`config.mk`:
```
export PLATFORM = sky130hd
export DESIGN_NAME = state_sequencer
export DESIGN_NICKNAME = d
export VERILOG_FILES = /design/src/rtl/state_sequencer_pkg.sv /design/src/rtl/state_sequencer_sat_counter.sv /design/src/rtl/state_sequencer.sv
export SDC_FILE = /design/constraint.sdc
export NUM_CORES = 1
export LEC_CHECK = 0
export CORE_AREA = 2 2 77 115
export CTS_CLUSTER_SIZE = 12
export DETAILED_ROUTE_END_ITERATION = 10
export DIE_AREA = 0 0 79 117
export PLACE_DENSITY = 0.74
export SLEW_MARGIN = 20
export SYNTH_ARGS = -nofsm -noshare
export SYNTH_HDL_FRONTEND = slang
export SYNTH_SLANG_ARGS = --single-unit
```
`constraint.sdc`:
```
create_clock -name CLK -period 2.3 [get_ports CLK]
set_input_delay 0.345 -clock CLK [delete_from_list [all_inputs] [get_ports CLK]]
set_output_delay 0.345 -clock CLK [all_outputs]
set_load 0.02 [all_outputs]
```
`src/rtl/state_sequencer_pkg.sv`:
```
// Shared state encodings and opcode constants for the multicycle MIPS control path.
// The output decoder imports the same definitions.
package state_sequencer_pkg;

    typedef enum logic [2:0] {
        S_IF   = 3'b000,
        S_ID   = 3'b001,
        S_AEXE = 3'b110,
        S_BEXE = 3'b101,
        S_CEXE = 3'b010,
        S_MEM  = 3'b011,
        S_AWB  = 3'b111,
        S_CWB  = 3'b100
    } state_t;

    localparam logic [5:0] OP_ADD  = 6'b000000;
    localparam logic [5:0] OP_SUB  = 6'b000001;
    localparam logic [5:0] OP_OR   = 6'b010000;
    localparam logic [5:0] OP_SW   = 6'b110000;
    localparam logic [5:0] OP_LW   = 6'b110001;
    localparam logic [5:0] OP_BEQ  = 6'b110100;
    localparam logic [5:0] OP_J    = 6'b111000;
    localparam logic [5:0] OP_HALT = 6'b111111;

endpackage

```
`src/rtl/state_sequencer_sat_counter.sv`:
```
// Saturating up-counter with asynchronous reset; holds at all-ones instead of wrapping.
module sat_counter #(
    parameter int W = 32
) (
    input  logic         CLK,
    input  logic         Reset,
    input  logic         inc,
    output logic [W-1:0] q
);

    localparam logic [W-1:0] ONE = {{(W-1){1'b0}}, 1'b1};

    logic [W-1:0] count_q;

    always_ff @(posedge CLK or posedge Reset) begin
        if (Reset) begin
            count_q <= '0;
        end else if (inc && (count_q != '1)) begin
            count_q <= count_q + ONE;
        end
    end

    assign q = count_q;

endmodule

```
`src/rtl/state_sequencer.sv`:
```
// Control state register and next-state logic of the multicycle CPU, with
// halt/illegal flags and saturating cycle/retired-instruction counters.
module state_sequencer
    import state_sequencer_pkg::*;
#(
    parameter int CNT_W = 32
) (
    input  logic             CLK,
    input  logic             Reset,
    input  logic [5:0]       opcode,
    output logic [2:0]       state,
    output logic             halted,
    output logic             illegal,
    output logic [5:0]       illegal_op,
    output logic             retire,
    output logic [CNT_W-1:0] cycle_count,
    output logic [CNT_W-1:0] instr_count
);

    state_t     state_q, state_d;
    logic       halted_q, halted_d;
    logic       illegal_q, illegal_d;
    logic [5:0] illegal_op_q, illegal_op_d;
    logic       retire_q, retire_d;

    always_ff @(posedge CLK or posedge Reset) begin
        if (Reset) begin
            state_q      <= S_IF;
            halted_q     <= 1'b0;
            illegal_q    <= 1'b0;
            illegal_op_q <= 6'b0;
            retire_q     <= 1'b0;
        end else begin
            state_q      <= state_d;
            halted_q     <= halted_d;
            illegal_q    <= illegal_d;
            illegal_op_q <= illegal_op_d;
            retire_q     <= retire_d;
        end
    end

    always_comb begin
        state_d      = state_q;
        halted_d     = halted_q;
        illegal_d    = illegal_q;
        illegal_op_d = illegal_op_q;
        retire_d     = 1'b0;
        case (state_q)
            S_IF:   state_d = halted_q ? S_IF : S_ID;
            S_ID: begin
                case (opcode)
                    OP_ADD, OP_SUB, OP_OR: state_d = S_AEXE;
                    OP_BEQ:                state_d = S_BEXE;
                    OP_SW, OP_LW:          state_d = S_CEXE;
                    OP_J: begin
                        state_d  = S_IF;
                        retire_d = 1'b1;
                    end
                    OP_HALT: begin
                        state_d  = S_IF;
                        retire_d = 1'b1;
                        halted_d = 1'b1;
                    end
                    default: begin
                        // Unknown opcodes retire as a nop; only the first one is recorded.
                        state_d  = S_IF;
                        retire_d = 1'b1;
                        if (!illegal_q) begin
                            illegal_d    = 1'b1;
                            illegal_op_d = opcode;
                        end
                    end
                endcase
            end
            S_AEXE: state_d = S_AWB;
            S_AWB: begin
                state_d  = S_IF;
                retire_d = 1'b1;
            end
            S_BEXE: begin
                state_d  = S_IF;
                retire_d = 1'b1;
            end
            S_CEXE: state_d = S_MEM;
            S_MEM: begin
                if (opcode == OP_SW) begin
                    state_d  = S_IF;
                    retire_d = 1'b1;
                end else if (opcode == OP_LW) begin
                    state_d = S_CWB;
                end else begin
                    state_d = S_IF;
                end
            end
            S_CWB: begin
                state_d  = S_IF;
                retire_d = 1'b1;
            end
            default: state_d = S_IF;
        endcase
    end

    // Retired count steps on the same edge that raises the retire pulse.
    sat_counter #(.W(CNT_W)) u_cycle_cnt (
        .CLK   (CLK),
        .Reset (Reset),
        .inc   (~halted_q),
        .q     (cycle_count)
    );

    sat_counter #(.W(CNT_W)) u_instr_cnt (
        .CLK   (CLK),
        .Reset (Reset),
        .inc   (retire_d),
        .q     (instr_count)
    );

    assign state      = state_q;
    assign halted     = halted_q;
    assign illegal    = illegal_q;
    assign illegal_op = illegal_op_q;
    assign retire     = retire_q;

endmodule
```
# Word level (Yosys, flattened, before mapping)

Cells that the tools add are included.
Widths: inputs -> output; s select.

ROM bits: 0
Bits in registers: 76
Memories kept: 0
Input bits: 8
Bits in writable memories: 0
Latch bits: 0
Output and inout bits: 76

$lt $le $gt $ge: 0
Bitwise operators: 3
Muxes and demuxes: 8
Reduce and logical (&&, ||, !) cells: 12
Add/subtract/negate cells: 2
Multiply operators: 0
Eq/ne operators: 16
Shift-type cells: 0
Div/mod/pow operators: 0

Operators with widths:

| cell                  | count |
|---|---|
| $add 32x1->32 const B | 2 |
| $ne 32x32->1 const B  | 2 |
| $eq 6x6->1 const B    | 5 |
| $pmux 3 s6            | 1 |
| $eq 3x3->1 const B    | 4 |
| $pmux 3 s3            | 1 |
| $reduce_or 8->1       | 1 |
| $eq 3x2->1 const B    | 2 |
| $eq 6x1->1 const B    | 1 |
| $eq 6x5->1 const B    | 1 |
| $logic_not 6->1       | 1 |
| $mux 3                | 2 |
| $reduce_or 3->1       | 2 |
| $reduce_or 6->1       | 1 |
| $reduce_and 2->1      | 2 |
| $eq 3x1->1 const B    | 1 |
| $logic_not 3->1       | 1 |
| $mux 1                | 3 |
| $not 1->1             | 3 |
| $pmux 1 s3            | 1 |
| $reduce_and 3->1      | 1 |
| $logic_and 1x1->1     | 2 |
| $reduce_or 2->1       | 1 |

# Longest topological paths before layout

Depth after elaboration: 5
Gate-level depth with buffers: 8
Gate-level depth less buffers: 6

# Modules after synthesis

From an unflattened synthesis, not the netlist that was laid out.

Cells, all modules: 337
Area, all modules: 3,786.1 sq um

By module, submodules not included:

| module          | area each (sq um) | sequential area each (sq um) | times used | cells an instance |
|---|---|---|---|---|
| sat_counter     | 1,561.5           | 800.8                        | 2          | 139 |
| state_sequencer | 663.1             | 300.3                        | 1          | 59 |

# Worst setup path before layout

OpenSTA, ideal clock, no wires.

Kind: register to register
Start point: register u_instr_cnt.count_q[0] (netlist: u_instr_cnt.q[0])
End point: register u_instr_cnt.count_q[1] (netlist: u_instr_cnt.q[1])
Clock period less this slack: 1.959 ns
Buffers on the path: 2
Path slack: 0.341 ns
Cell stages (with the launch flop): 8
Library setup time: 0.125 ns
Data arrival time: 1.833 ns
Data required time: 2.175 ns
Cell sequence: dfrtp_1 ha_1 and2_1 clkbuf_1 nand3_1 o21ba_1 buf_6 mux2_4

Word-level cells in the longest chain between the ends: 2

RTL lines:

| what                                                  | line                              | RTL |
|---|---|---|
| from (decl)                                           | state_sequencer_sat_counter.sv:13 | `logic [W-1:0] count_q;` |
| from (signal assigned)                                | state_sequencer_sat_counter.sv:19 | `count_q <= count_q + ONE;` |
| branches (longest 2 deep; another with $add 32x1->32) | -                                 |  |

Several ways; the timed one is not identified.
A chain may end at the register's enable or synchronous reset.

# Worst setup path in the final report

Start point: register u_instr_cnt.count_q[4] (netlist: u_instr_cnt.q[4])
End point: register u_instr_cnt.count_q[14] (netlist: u_instr_cnt.q[14])

The elaborated chain is that of the path after synthesis.

==> results.json <==
{
  "rsz0062_at_grt": "false",
  "synth_top_area_cell": "dfrtp_1",
  "dr_total_vias": 2901,
  "async_flop_share": 1.00,
  "reg2reg_depth": 7,
  "setup.worst_path.start": "u_instr_cnt.q[4]",
  "grt_pass1_wl_mm": 13.3,
  "synth_mux_area_frac": 0.0259,
  "drt_iter0_drc": 109,
  "switching_share": 0.299,
  "ys_types": 45,
  "critPathLaunchType": "flip-flop",
  "fill_cells": 713,
  "slew_headroom": 0.734,
  "numCtsBuffers": 9,
  "grt_max_degree": 77,
  "drt-wirelength-per-cell_microns": 14.5,
  "synth-adder-area-share": 0.00691,
  "path_cells": "nand3_1 > nor3_1 > nand3_1 > buf_4 > nor3b_2 > buf_4 > xor2_1",
  "synth_nets": 340,
  "slew_violations": 0,
  "critPathMaxFanout": 6,
  "antenna_found_initial": 0,
  "cts.clk_slew.worst_paths_ps": 60,
  "cp_slowest_stage_delay_ps": 450,
  "syn_area_sq_um": 3620,
  "cts_setup_buffers": 0,
  "fmax_mhz": 481,
  "drt_pre_antenna_iters": 4,
  "crit_slowest_cell": "dfrtp_1",
  "hold_path.class": "in2async",
  "share_comb_of_total_power": 0.281,
  "synthFlopType": "dfrtp_1",
  "crit_path_end_kind": "flip-flop",
  "drc": 0,
  "viasPerCell": 5.25,
  "final_antenna_net_count": 0,
  "multi_input_area_sq_um": 1650,
  "yosysMostFrequentCell": "dfrtp_1",
  "syn_inst": 330,
  "first_global_vias": 2866,
  "fp.dieH_microns": 117,
  "die_area_sq_um": 9240,
  "ys_seq_area_frac": 0.525,
  "skew_ps": 3.26,
  "worstSetupPathType": "reg2reg",
  "synth-simple-area-share": 0.239,
  "grt-ovfl-total": 0,
  "clockBufferDepth": 2,
  "power_density_nw_per_um2": 876,
  "place_area_sq_um": 4760,
  "ff2ff_setup_slack_ps": 220,
  "synth_seq_cells": 76,
  "start_util": 0.436,
  "yosysTopAreaCellShare": 0.525,
  "power.share.sequential": 0.380,
  "synth_edf_count": 0,
  "leakage_nw": 2.22,
  "power_mw": 4.45,
  "area_delta_synth_final_pct": 40.3,
  "cts-root-buf": "clkbuf_16",
  "cts.sinks": 76,
  "diodes": 0,
  "hold_buffers": 0,
  "internal-power_mw": 3.12,
  "track_usage": 0.183,
  "synth_top_family_by_area": "simple AND/OR/NAND/NOR gates",
  "final_cell_area_sq_um": 5080,
  "synth_xor_area_frac": 0.147,
  "p_clk_frac": 0.339,
  "netlist_top_cells_count": "76 x dfrtp_1, 46 x xnor2_1, 28 x nand3_1, 27 x nand4_1",
  "synthTopCellsByArea": "dfrtp_1 52%, xnor2_1 11%, nand4_1 4.7%",
  "reg2reg_from": "u_instr_cnt.q[4]",
  "h-tree-depth": 3,
  "status": "finished, final reports clean",
  "ioPinCount": 84,
  "worst_pin_slew_ps": 399,
  "dp_hpwl_mm": 5.82,
  "yosysWarningCount": 0,
  "avgSynthCellArea_sq_um": 11.0,
  "layout.area.seq_sq_um": 1900,
  "max_cap_violations": 0,
  "clkLatencyLatePin_ps": 330,
  "report.final.hold_viol_count": 0,
  "setup_violations": 0,
  "final_layout_size_suffix_gt1_frac": 0.121,
  "place_congestion": 0.904,
  "core_area_sq_um": 8310,
  "port_buffers": 83,
  "rows": 41,
  "utilization": 0.612,
  "fin_nets": 452,
  "arrival_ps": 2320,
  "cts_tree": "built",
  "switchingPower_mw": 1.33,
  "wl_mm": 8.03,
  "cts_resized": 0,
  "synth_compound_area_frac": 0.0369,
  "pre_cts_ws_ps": -70.7,
  "r2r_end": "u_instr_cnt.q[14]",
  "ir_drop_mv": 0.608,
  "setup_slack_ps": 220,
  "crit_required_ps": 2540,
  "min_period_ps": 2080,
  "fin_crit_sh": 0.904,
  "die_width_microns": 79,
  "endpoint": "u_instr_cnt.q[14]"
}
-- logic make-up after synthesis --
kind of cell,Yosys count
XOR/XNOR,61
AO/OA/AOI/OAI,17
AND/OR/NAND/NOR,150
multiplexers,8
buffers and inverters,16
adder cells (fa/ha/maj),2
flip-flops,76
-- worst min path at each step --
stage / startpoint / endpoint / cells after the start
after floorplan: opcode[0] / illegal_op[0] / 1
after global placement: u_instr_cnt.q[27] / u_instr_cnt.q[27] / 1
after detailed placement: u_instr_cnt.q[27] / u_instr_cnt.q[27] / 1
after CTS: Reset / u_instr_cnt.q[12] / 3
after global routing: Reset / u_instr_cnt.q[9] / 3
final: Reset / u_instr_cnt.q[12] / 3
-- per-stage QoR --
stage | cells | setup TNS (ps) | hold WS, ps
2_1_floorplan | 330 | 0 | 497
3_3_place_gp | 538 | -8.18 | 480
3_5_place_dp | 538 | -266 | 486
4_1_cts | 553 | 0 | 449
5_1_grt | 553 | 0 | 469
6_report | 553 | 0 | 420
-- critical path: cells and delay by family, from the launching register on --
| family | cells | cell delay [ps] |
|---|---|---|
| flops | 1 | 450 |
| xor+xnor | 1 | 160 |
| buf+inv | 2 | 390 |
| simple gates | 4 | 1000 |
-- routing by layer --
| layer | track usage | share of wire |
|---|---|---|
| met3 | 0.0368 | 0.046 |
| met4 | 0.0908 | 0.025 |
| met1 | 0.223 | 0.43 |
| met5 | 0 | 0 |
| met2 | 0.309 | 0.50 |
-- final cells by class --
class / instances / share of cell area
Sequential cell: 76 / 0.374
Timing Repair Buffer: 106 / 0.202
Inverter: 11 / 0.00812
Multi-Input combinational cell: 238 / 0.325
Tap cell: 107 / 0.0263
Clock buffer: 11 / 0.0497
Clock inverter: 4 / 0.0143
-- state kept, by name, summed over array words and instances (netlist names) --
name and flops:
u_cycle_cnt.q 32, u_instr_cnt.q 32, illegal_op 6, state 3
halted 1, illegal 1, retire 1
-- layout by cell type, fill, tap and decap left out, drive strengths merged, types with 2 or more instances in the layout --
master / Yosys / layout
a21oi: 4 / 4
a31oi: 2 / 2
and2: 7 / 7
and3: 14 / 14
and4: 4 / 4
and4b: 2 / 2
buf: 2 / 23
bufinv: 0 / 2
clkbuf: 3 / 11
clkdlybuf4s50: 0 / 83
dfrtp: 76 / 76
ha: 2 / 2
inv: 11 / 11
mux2: 8 / 8
nand2: 22 / 22
nand2b: 3 / 3
nand3: 28 / 28
nand4: 29 / 29
nand4b: 2 / 2
nor2: 22 / 22
nor3: 8 / 8
nor4: 3 / 3
o21ai: 3 / 3
xnor2: 46 / 46
xor2: 15 / 15
-- power groups by stage --
stage / clock network (mW) / logic [mW] / registers (mW)
finish: 1.51 / 1.25 / 1.69
global route: 1.61 / 1.36 / 1.72
CTS: 1.55 / 1.26 / 1.69
detailed placement: 0 / 1.26 / 1.71
global placement: 0 / 1.23 / 1.71
floorplan: 0 / 0.509 / 1.89
Power figures use the tool's default switching activity.
